### src/rtl/rom_stream_pkg.sv
// Shared types and default sizing for the ROM stream reader.
package rom_stream_pkg;

  localparam int DEF_ADDR_W     = 12;
  localparam int DEF_DATA_W     = 32;
  localparam int DEF_MAX_DEPTH  = 2560;
  localparam int DEF_FIFO_DEPTH = 4;

  typedef enum logic [1:0] {
    ST_IDLE  = 2'd0,
    ST_READ  = 2'd1,
    ST_DRAIN = 2'd2
  } state_e;

endpackage

### src/rtl/rom_stream_fifo.sv
// Small synchronous FIFO buffering stream words (data plus sop/eop flags).
// DEPTH must be a power of two so the pointers wrap naturally.
module rom_stream_fifo #(
  parameter int WIDTH = 34,
  parameter int DEPTH = 4
) (
  input  logic                   clk,
  input  logic                   reset,
  input  logic                   wr_en,
  input  logic [WIDTH-1:0]       wr_data,
  input  logic                   rd_en,
  output logic [WIDTH-1:0]       rd_data,
  output logic                   full,
  output logic                   empty,
  output logic [$clog2(DEPTH):0] count
);

  localparam int PTR_W = $clog2(DEPTH);
  localparam int CNT_W = PTR_W + 1;

  logic [WIDTH-1:0] storage_q [DEPTH];
  logic [WIDTH-1:0] storage_d [DEPTH];
  logic [PTR_W-1:0] wr_ptr_q, wr_ptr_d;
  logic [PTR_W-1:0] rd_ptr_q, rd_ptr_d;
  logic [CNT_W-1:0] count_q, count_d;
  logic             do_wr, do_rd;

  assign full    = (count_q == CNT_W'(DEPTH));
  assign empty   = (count_q == '0);
  assign count   = count_q;
  assign rd_data = storage_q[rd_ptr_q];
  assign do_wr   = wr_en & ~full;
  assign do_rd   = rd_en & ~empty;

  // Compute the next pointers, occupancy and storage contents.
  always_comb begin
    storage_d = storage_q;
    wr_ptr_d  = wr_ptr_q;
    rd_ptr_d  = rd_ptr_q;
    count_d   = count_q + CNT_W'(do_wr) - CNT_W'(do_rd);
    if (do_wr) begin
      storage_d[wr_ptr_q] = wr_data;
      wr_ptr_d            = wr_ptr_q + PTR_W'(1);
    end
    if (do_rd) begin
      rd_ptr_d = rd_ptr_q + PTR_W'(1);
    end
  end

  // Pointer and occupancy registers; reset empties the buffer.
  always_ff @(posedge clk) begin
    if (reset) begin
      wr_ptr_q <= '0;
      rd_ptr_q <= '0;
      count_q  <= '0;
    end else begin
      wr_ptr_q <= wr_ptr_d;
      rd_ptr_q <= rd_ptr_d;
      count_q  <= count_d;
    end
  end

  // Storage array holds data only, so it needs no reset.
  always_ff @(posedge clk) begin
    storage_q <= storage_d;
  end

endmodule

### src/rtl/rom_stream_reader.sv
// Streams a block of words out of a 1-cycle-latency ROM onto a valid/ready
// stream. Reads are throttled so every returning word always has a FIFO slot;
// when the FIFO is empty the returning word is offered straight to the stream.
// Optional feature: define ROM_STREAM_CHECKSUM_EN to add a running checksum port.
module rom_stream_reader
  import rom_stream_pkg::*;
#(
  parameter int ADDR_W     = DEF_ADDR_W,
  parameter int DATA_W     = DEF_DATA_W,
  parameter int MAX_DEPTH  = DEF_MAX_DEPTH,
  parameter int FIFO_DEPTH = DEF_FIFO_DEPTH
) (
  input  logic              clk,
  input  logic              reset,
  input  logic              start,
  input  logic [ADDR_W-1:0] base_addr,
  input  logic [ADDR_W:0]   length,
  output logic              busy,
  output logic              done,
  output logic [ADDR_W-1:0] m_address,
  output logic              m_chipselect,
  output logic              m_clken,
  output logic [3:0]        m_byteenable,
  output logic              m_write,
  input  logic [DATA_W-1:0] m_readdata,
  output logic [DATA_W-1:0] st_data,
  output logic              st_valid,
  input  logic              st_ready,
  output logic              st_sop,
  output logic              st_eop
`ifdef ROM_STREAM_CHECKSUM_EN
  ,
  output logic [DATA_W-1:0] checksum
`endif
);

  localparam int CNT_W  = $clog2(FIFO_DEPTH) + 1;
  localparam int FIFO_W = DATA_W + 2;

  state_e            state_q, state_d;
  logic [ADDR_W-1:0] addr_q, addr_d;
  logic [ADDR_W:0]   left_q, left_d;
  logic              first_q, first_d;
  logic              pend_q, pend_d;
  logic              pend_sop_q, pend_sop_d;
  logic              pend_eop_q, pend_eop_d;
  logic              zdone_q, zdone_d;

  logic [FIFO_W-1:0] fifo_wr_data, fifo_rd_data, head;
  logic              fifo_wr_en, fifo_rd_en, fifo_full, fifo_empty;
  logic [CNT_W-1:0]  fifo_count;
  logic [CNT_W:0]    occupancy;
  logic              issue, fire, bypass;
  logic [ADDR_W-1:0] start_addr;

`ifdef ROM_STREAM_CHECKSUM_EN
  logic [DATA_W-1:0] checksum_q, checksum_d, checksum_now;
`endif

  assign start_addr   = ADDR_W'(32'(base_addr) % 32'(MAX_DEPTH));
  assign occupancy    = {1'b0, fifo_count} + (CNT_W+1)'(pend_q);
  assign issue        = (state_q == ST_READ) && (occupancy < (CNT_W+1)'(FIFO_DEPTH));
  assign st_valid     = ~fifo_empty | pend_q;
  assign fire         = st_valid & st_ready;
  assign bypass       = fire & fifo_empty;
  assign fifo_rd_en   = fire & ~fifo_empty;
  assign fifo_wr_en   = pend_q & ~bypass;
  assign fifo_wr_data = {pend_sop_q, pend_eop_q, m_readdata};

  assign st_sop       = head[FIFO_W-1];
  assign st_eop       = head[FIFO_W-2];
  assign st_data      = head[DATA_W-1:0];
  assign done         = zdone_q | (fire & st_eop);
  assign busy         = (state_q != ST_IDLE);
  assign m_address    = addr_q;
  assign m_chipselect = issue;
  assign m_clken      = 1'b1;
  assign m_byteenable = 4'hF;
  assign m_write      = 1'b0;

  rom_stream_fifo #(
    .WIDTH (FIFO_W),
    .DEPTH (FIFO_DEPTH)
  ) u_fifo (
    .clk     (clk),
    .reset   (reset),
    .wr_en   (fifo_wr_en),
    .wr_data (fifo_wr_data),
    .rd_en   (fifo_rd_en),
    .rd_data (fifo_rd_data),
    .full    (fifo_full),
    .empty   (fifo_empty),
    .count   (fifo_count)
  );

  // Present the oldest word: FIFO head first, else the word landing this cycle.
  always_comb begin
    head = '0;
    if (!fifo_empty) begin
      head = fifo_rd_data;
    end else if (pend_q) begin
      head = fifo_wr_data;
    end
  end

  // Next-state logic: transfer sequencing, address walk and landing tags.
  always_comb begin
    state_d    = state_q;
    addr_d     = addr_q;
    left_d     = left_q;
    first_d    = first_q;
    zdone_d    = 1'b0;
    pend_d     = issue;
    pend_sop_d = issue & first_q;
    pend_eop_d = issue & (left_q == (ADDR_W+1)'(1));
`ifdef ROM_STREAM_CHECKSUM_EN
    checksum_now = checksum_q + (fire ? st_data : '0);
    checksum_d   = checksum_now;
`endif
    case (state_q)
      ST_IDLE: begin
        if (start) begin
`ifdef ROM_STREAM_CHECKSUM_EN
          checksum_d = '0;
`endif
          if (length == '0) begin
            zdone_d = 1'b1;
          end else begin
            state_d = ST_READ;
            addr_d  = start_addr;
            left_d  = length;
            first_d = 1'b1;
          end
        end
      end
      ST_READ: begin
        if (issue) begin
          addr_d  = (addr_q == ADDR_W'(MAX_DEPTH - 1)) ? '0 : addr_q + ADDR_W'(1);
          left_d  = left_q - (ADDR_W+1)'(1);
          first_d = 1'b0;
          if (left_q == (ADDR_W+1)'(1)) begin
            state_d = ST_DRAIN;
          end
        end
      end
      ST_DRAIN: begin
        if (fire && st_eop) begin
          state_d = ST_IDLE;
        end
      end
      default: state_d = ST_IDLE;
    endcase
  end

  // State registers; reset aborts any transfer and drops an in-flight return.
  always_ff @(posedge clk) begin
    if (reset) begin
      state_q    <= ST_IDLE;
      addr_q     <= '0;
      left_q     <= '0;
      first_q    <= 1'b0;
      pend_q     <= 1'b0;
      pend_sop_q <= 1'b0;
      pend_eop_q <= 1'b0;
      zdone_q    <= 1'b0;
    end else begin
      state_q    <= state_d;
      addr_q     <= addr_d;
      left_q     <= left_d;
      first_q    <= first_d;
      pend_q     <= pend_d;
      pend_sop_q <= pend_sop_d;
      pend_eop_q <= pend_eop_d;
      zdone_q    <= zdone_d;
    end
  end

`ifdef ROM_STREAM_CHECKSUM_EN
  assign checksum = checksum_now;

  // Running sum of transferred words, cleared by reset and by a new start.
  always_ff @(posedge clk) begin
    if (reset) begin
      checksum_q <= '0;
    end else begin
      checksum_q <= checksum_d;
    end
  end
`endif

  // The read throttle must guarantee a landing word never meets a full FIFO.
  a_no_overflow: assert property (@(posedge clk) disable iff (reset) !(fifo_wr_en && fifo_full));

endmodule

### config.mk
export PLATFORM = sky130hd
export DESIGN_NAME = rom_stream_reader
export DESIGN_NICKNAME = d
export VERILOG_FILES = /design/src/rtl/rom_stream_pkg.sv /design/src/rtl/rom_stream_fifo.sv /design/src/rtl/rom_stream_reader.sv
export SDC_FILE = /design/constraint.sdc
export NUM_CORES = 1
export LEC_CHECK = 0
export BUFFER_PORTS_ARGS = -buffer_cell sky130_fd_sc_hd__buf_2
export CORE_AREA = 2 2 129 131
export CTS_CLUSTER_DIAMETER = 120
export DETAILED_ROUTE_END_ITERATION = 16
export DIE_AREA = 0 0 131 133
export PLACE_DENSITY_LB_ADDON = 0.08
export REMOVE_ABC_BUFFERS = 1
export SLEW_MARGIN = 20
export SYNTH_ARGS = -nofsm -noshare
export SYNTH_HDL_FRONTEND = slang
export SYNTH_SLANG_ARGS = --single-unit
### constraint.sdc
create_clock -name clk -period 2.9 [get_ports clk]
set_input_delay 0 -clock clk [delete_from_list [all_inputs] [get_ports clk]]
set_output_delay 0 -clock clk [all_outputs]
set_load 0.01 [all_outputs]
---- After elaboration in Yosys (flattened, before gate mapping) ----
Index checks and enable logic that the tools add are counted.
cells by class
  add/subtract/negate cells ............... 7
  multiply operators ...................... 0
  divide/modulo/power cells ............... 1
  magnitude comparators ................... 4
  eq/ne operators ......................... 10
  shifts and indexed selects .............. 0
  muxes and demuxes ....................... 28
  bitwise gates (word level) .............. 18
  reductions and logical operators ........ 11
operators with widths
  cell                      count
  $mux W34                  5
  $bwmux W136               1
  $bmux W34 S2              1
  $demux W34 S2             1
  $mux W12                  4
  $mux W13                  3
  $mod A12 B12 Y32 const B  1
  $pmux W13 S2              1
  $pmux W12 S2              1
  $eq A13 B1 Y1 const B     1
  $logic_not A13 Y1         1
  $sub A13 B1 Y13 const B   1
  $add A12 B1 Y12 const B   1
  $eq A12 B12 Y1 const B    1
  $mux W2                   5
  $and A1 B1 Y1             9
  $ne A2 B2 Y1 const B      4
  $ge A3 B3 Y1 const B      2
  $not A2 Y3                2
  $pmux W2 S3               1
  $not A1 Y1                5
  $reduce_and A5 Y1         1
  $add A2 B1 Y2 const B     2
  $add A3 B1 Y4             1
  17 further kinds          24
storage, ports and cells
  register bits ........................... 175
  latch bits .............................. 0
  memory bits (writable) .................. 0
  memory bits (read-only) ................. 0
  bits of input ports ..................... 61
  output and inout port bits .............. 56
  logic and storage cells ................. 94
  memories ................................ 0

---- Logic depth before layout (Yosys ltp) ----
  depth in word-level cells ............... 10
  gate-level depth with buffers ........... 9

---- By module ----
Synthesis repeated with hierarchy kept, for this count alone.
second synthesis, totals
  cells, all modules ...................... 588
  area, all modules ....................... 7872.6 µm²
modules (own cells, without submodules)
  module             times used  cells each  area an instance (µm²)  seq. area each (µm²)
  rom_stream_fifo    1           225         5456.5                  4224.1
  rom_stream_reader  1           363         2416.1                  640.6

---- Least setup slack after synthesis ----
No wires, ideal clock.
  path kind ............................... register -> register
  start ................................... reg u_fifo.count_q[0], in the netlist u_fifo.count[0]
  end ..................................... reg u_fifo.count_q[2], in the netlist u_fifo.count[2]
  library setup time ...................... 0.129 ns
  arrival time ............................ 2.040 ns
  path slack .............................. 0.731 ns
  stages on the path, launching flop included .. 10
  buffers on the path ..................... 1
  period minus slack after synthesis ...... 2.169 ns
  cell sequence ........................... dfxtp_1 or3_1 clkbuf_1 and2_1 ha_1 inv_1 ha_1 fa_1 xor2_1 nor2_1
on the way
  elaborated cells on any way between the ends .. 14
  classes of those cells .................. 2 x add/sub; 1 x eq/ne; 10 x bitwise; 1 x reduce/logical
RTL lines
  element                 RTL line                                                                 RTL
  start, declared         rom_stream_fifo.sv:25                                                    logic [CNT_W-1:0] count_q, count_d;
  start signal, assigned  rom_stream_fifo.sv:59                                                    count_q <= count_d;
  $logic_not A3 Y1 (*)    rom_stream_fifo.sv:29                                                    assign empty = (count_q == '0);
  $not A1 Y1 (*)          rom_stream_fifo.sv:33, rom_stream_reader.sv:63, rom_stream_reader.sv:66
  $or A1 B1 Y1            rom_stream_reader.sv:63                                                  assign st_valid = ~fifo_empty | pend_q;
  $and A1 B1 Y1           rom_stream_reader.sv:64                                                  assign fire = st_valid & st_ready;
  $and A1 B1 Y1           rom_stream_reader.sv:66                                                  assign fifo_rd_en = fire & ~fifo_empty;
  $and A1 B1 Y1 (*)       rom_stream_fifo.sv:33                                                    assign do_rd = rd_en & ~empty;
  via u_fifo.do_rd        rom_stream_fifo.sv:26                                                    logic do_wr, do_rd;
  $sub A3 B1 Y3 (*)       rom_stream_fifo.sv:40                                                    count_d = count_q + CNT_W'(do_wr) - CNT_W'(do_rd);
The timed path passes the listed nets; every way through them passes the cells marked *.
A chain may end at the register's enable or synchronous reset.

---- Worst setup path in the final report ----
  start ................................... reg pend_q
  end ..................................... out m_chipselect
on the way
  longest elaborated chain between the ends .. 3
RTL lines
  element                 RTL line                  RTL
  start, declared         rom_stream_reader.sv:44   logic pend_q, pend_d;
  start signal, assigned  rom_stream_reader.sv:171  pend_q <= pend_d;
  $add A3 B1 Y4           rom_stream_reader.sv:61   assign occupancy = {1'b0, fifo_count} + (CNT_W+1)'(pend_q);
  $lt A4 B3 Y1            rom_stream_reader.sv:62   assign issue = (state_q == ST_READ) && (occupancy < (CNT_W+1)'(FIFO_DEPTH));
  $logic_and A1 B1 Y1     rom_stream_reader.sv:62
  end, declared           rom_stream_reader.sv:21   output logic m_chipselect,
Every way passes these cells.

==> impl_metrics.tcl <==
set metrics [dict create \
    num_antenna_cells 0 \
    status "completed" \
    synth-edff-count 136 \
    setup_viol 0 \
    clk_pin_slew_worst_paths_ns 0.06 \
    arrival_ns 2.57 \
    p_seq_share_pct 41.5 \
    clock_latency_ns 0.42 \
    slew_violations 0 \
    p_sw_share_pct 29.7 \
    critPathMaxStageDelay_ns 0.61 \
    ir_worst_vdd_uv 519 \
    num_rows 47 \
    avgSynthCellArea_sq_um 12.9 \
    pwr-share-clk_pct 31.5 \
    grt_pass1_vias 5484 \
    worst-path-buf-inv 2 \
    ant_nets 0 \
    hold_path.startpoint "base_addr[11]" \
    clk_path_buf_depth 2 \
    p_int_w 0.00503 \
    grt_overflow_total 0 \
    area_delta_synth_final_pct 25.4 \
    tns_ns 0 \
    p_per_area_mw_per_mm2 735 \
    critPathRequiredTime_ns 2.90 \
    wirelength_um 17500 \
    power_switching_w 0.00212 \
    core_sq_mm 0.0162 \
    num-fill-cells 1292 \
    yosysUniqueCellTypes 58 \
    drtIter0Drc 480 \
    synth_top_area_cell "edfxtp_1" \
    grt_pass1_wl_um 27600 \
    place_congestion 0.865 \
    cts_htree_levels 4 \
    reg2reg_depth 8 \
    leakagePower_nw 3.49 \
    grt_usage_pct 20.9 \
    die_height_um 133 \
    drv_cap 0 \
    fmax_mhz 388 \
    numCtsBuffers 17 \
    synthCells 602 \
    cts_resized 0 \
    grt_max_degree 70 \
    post_route_cells_drive_above_1_share_pct 26.6 \
    cts_tree "built" \
    clock_skew_ns 0.00844 \
    antenna_found_initial 0 \
    initial_utilization_pct 48.0 \
    crit_type "reg -> out" \
    seq_area_frac_synth_pct 62.7 \
    routedWlPerCell_um 17.6 \
    crit_cells 6 \
    cp_cell_sequence "nand4_1 -> a21oi_1 -> o211a_1 -> nand2_1 -> inv_1 -> buf_2" \
    rsz0062_at_grt "no" \
    hold_viol_final 0 \
    clock-sinks 175 \
    timing.rr.start "u_fifo.count[0]" \
    min_period_ns 2.57 \
    critPathTopFamily "compound AO/OA/AOI/OAI gates" \
    worstHoldPathCells 4 \
    end_kind "output pin" \
    cpMaxStageDelayCell "dfxtp_1" \
    worst_pin_slew_ns 0.655 \
    die_w_um 131 \
    synthFlopType "edfxtp_1" \
    synthTopCellsByArea "edfxtp_1 53%, dfxtp_1 10%, mux4_2 9.9%" \
    synth-seq-cells 175 \
    fin_nets 834 \
    final_cells 995 \
    hp-class "in -> reg" \
    vias 5454 \
    startpoint "pend_q" \
    drc 0 \
    first_pass_iters 4 \
    syn_area_sq_mm 0.00776 \
    async_flop_share_pct 0 \
    cp_max_fo 19 \
    relSlewSlack_pct 56.4 \
    yosysTopAreaCellShare_pct 52.6 \
    dp_hpwl_um 10700 \
    routed_via_density 5.48 \
    yosysWarnings 0 \
    fin_crit_sh_pct 88.8 \
    io_pins 117 \
    power_frac_comb_pct 27.0 \
    io_buffers 110 \
    final_util_pct 60.2 \
    die-area_sq_mm 0.0174 \
    startpoint_type "flip-flop" \
    placed_cells 907 \
    cts_root_buf "clkbuf_16" \
]
[what timing repair did]
action	4_1_cts	5_1_grt
endpoints found under the setup margin	0	0
setup buffers	0	0
hold endpoints to repair	151	0
hold buffers	56	0
[synthesized netlist by cell type, types with 7 or more instances]
| library cell | n |
|---|---|
| nor4_1 | 11 |
| nor3_1 | 13 |
| nor2_1 | 31 |
| clkbuf_1 | 26 |
| nand3_1 | 8 |
| mux4_2 | 34 |
| inv_1 | 15 |
| a21oi_1 | 29 |
| o32ai_1 | 8 |
| o21ai_0 | 46 |
| nand2_1 | 94 |
| nand4_1 | 7 |
| dfxtp_1 | 39 |
| ha_1 | 10 |
| edfxtp_1 | 136 |
| buf_2 | 9 |
[registers in the layout, summed over array words and instances (netlist names)]
register          cells
u_fifo.storage_q    136
zdone_q               1
left_q               13
u_fifo.count          3
pend_sop_q            1
state_q               2
first_q               1
u_fifo.wr_ptr_q       2
pend_q                1
m_address            12
pend_eop_q            1
u_fifo.rd_ptr_q       2
[final timing paths]
| path | slack, ns | end |
|---|---|---|
| worst max-delay path | 0.33 | m_chipselect |
| worst min register to register | 0.48 | left_q[12] |
| worst min-delay path | 0.01 | m_address[9] |
| worst max register to register | 0.65 | u_fifo.count[2] |
[final cells by class]
class / count / area (sq um) / share of cell area (%)
clock inverter: 9 / 108 / 1.11
clock buffer: 23 / 478 / 4.91
sequential: 175 / 4870 / 50.0
tap: 220 / 275 / 2.83
inverter: 15 / 56.3 / 0.579
multi-input combinational: 372 / 2660 / 27.3
timing repair buffer: 181 / 1290 / 13.2
[logic make-up after synthesis]
| group | count (synthesis) | share of synthesized area, % |
|---|---|---|
| flip-flops | 175 | 62.7 |
| AND/OR/NAND/NOR | 197 | 12.0 |
| adder cells (fa/ha/maj) | 11 | 1.87 |
| multiplexers | 35 | 10.0 |
| AO/OA/AOI/OAI | 117 | 9.29 |
| XOR/XNOR | 6 | 0.677 |
| other | 2 | 0.0968 |
| buffers and inverters | 59 | 3.34 |
[power groups by stage]
| stage | clock network, W | logic [W] | registers [W] |
|---|---|---|---|
| floorplan | 0 | 0.00114 | 0.00305 |
| global placement | 0 | 0.00187 | 0.00302 |
| detailed placement | 0 | 0.00189 | 0.00303 |
| CTS | 0.00229 | 0.00196 | 0.00297 |
| global route | 0.00241 | 0.00215 | 0.00299 |
| finish | 0.00225 | 0.00193 | 0.00297 |
[routing by layer]
metal | GRT usage (%) | vias up | wire, um
met3 | 4.12 | 23 | 697
met5 | 0 | - | 0
li1 | - | 2586 | -
met2 | 35.6 | 158 | 8930
met4 | 7.39 | 0 | 308
met1 | 26.4 | 2687 | 7610
[layout by cell type, fill, tap and decap left out, types with 15 or more instances in the layout]
| cell type | n |
|---|---|
| mux4_2 | 34 |
| buf_2 | 110 |
| o21ai_0 | 46 |
| nand2_1 | 94 |
| a21oi_1 | 29 |
| clkbuf_16 | 17 |
| dfxtp_1 | 37 |
| dlygate4sd3_1 | 56 |
| nor2_1 | 31 |
| inv_1 | 15 |
| edfxtp_1 | 136 |
[worst register-to-register path: cells and delay by family (launching register included)]
kind | cells | cell delay (ns)
XOR/XNOR | 1 | 0.16
adder cells (fa/ha/maj) | 3 | 0.84
buffers and inverters | 1 | 0.04
flip-flops | 1 | 0.34
AND/OR/NAND/NOR | 3 | 0.75
[per-stage QoR]
step | power, W | instance area, sq um | setup WS [ns] | hold slack [ns]
floorplan | 0.00419 | 7570 | 0.00908 | 0.0624
global placement | 0.00489 | 8580 | 0.708 | 0.226
detailed placement | 0.00492 | 8580 | 0.649 | 0.235
CTS | 0.00723 | 9730 | 0.326 | 0.00432
global route | 0.00755 | 9730 | 0.0780 | 0.0596
finish | 0.00715 | 9730 | 0.325 | 0.0119
No activity file was read; power rests on OpenSTA's default activity.
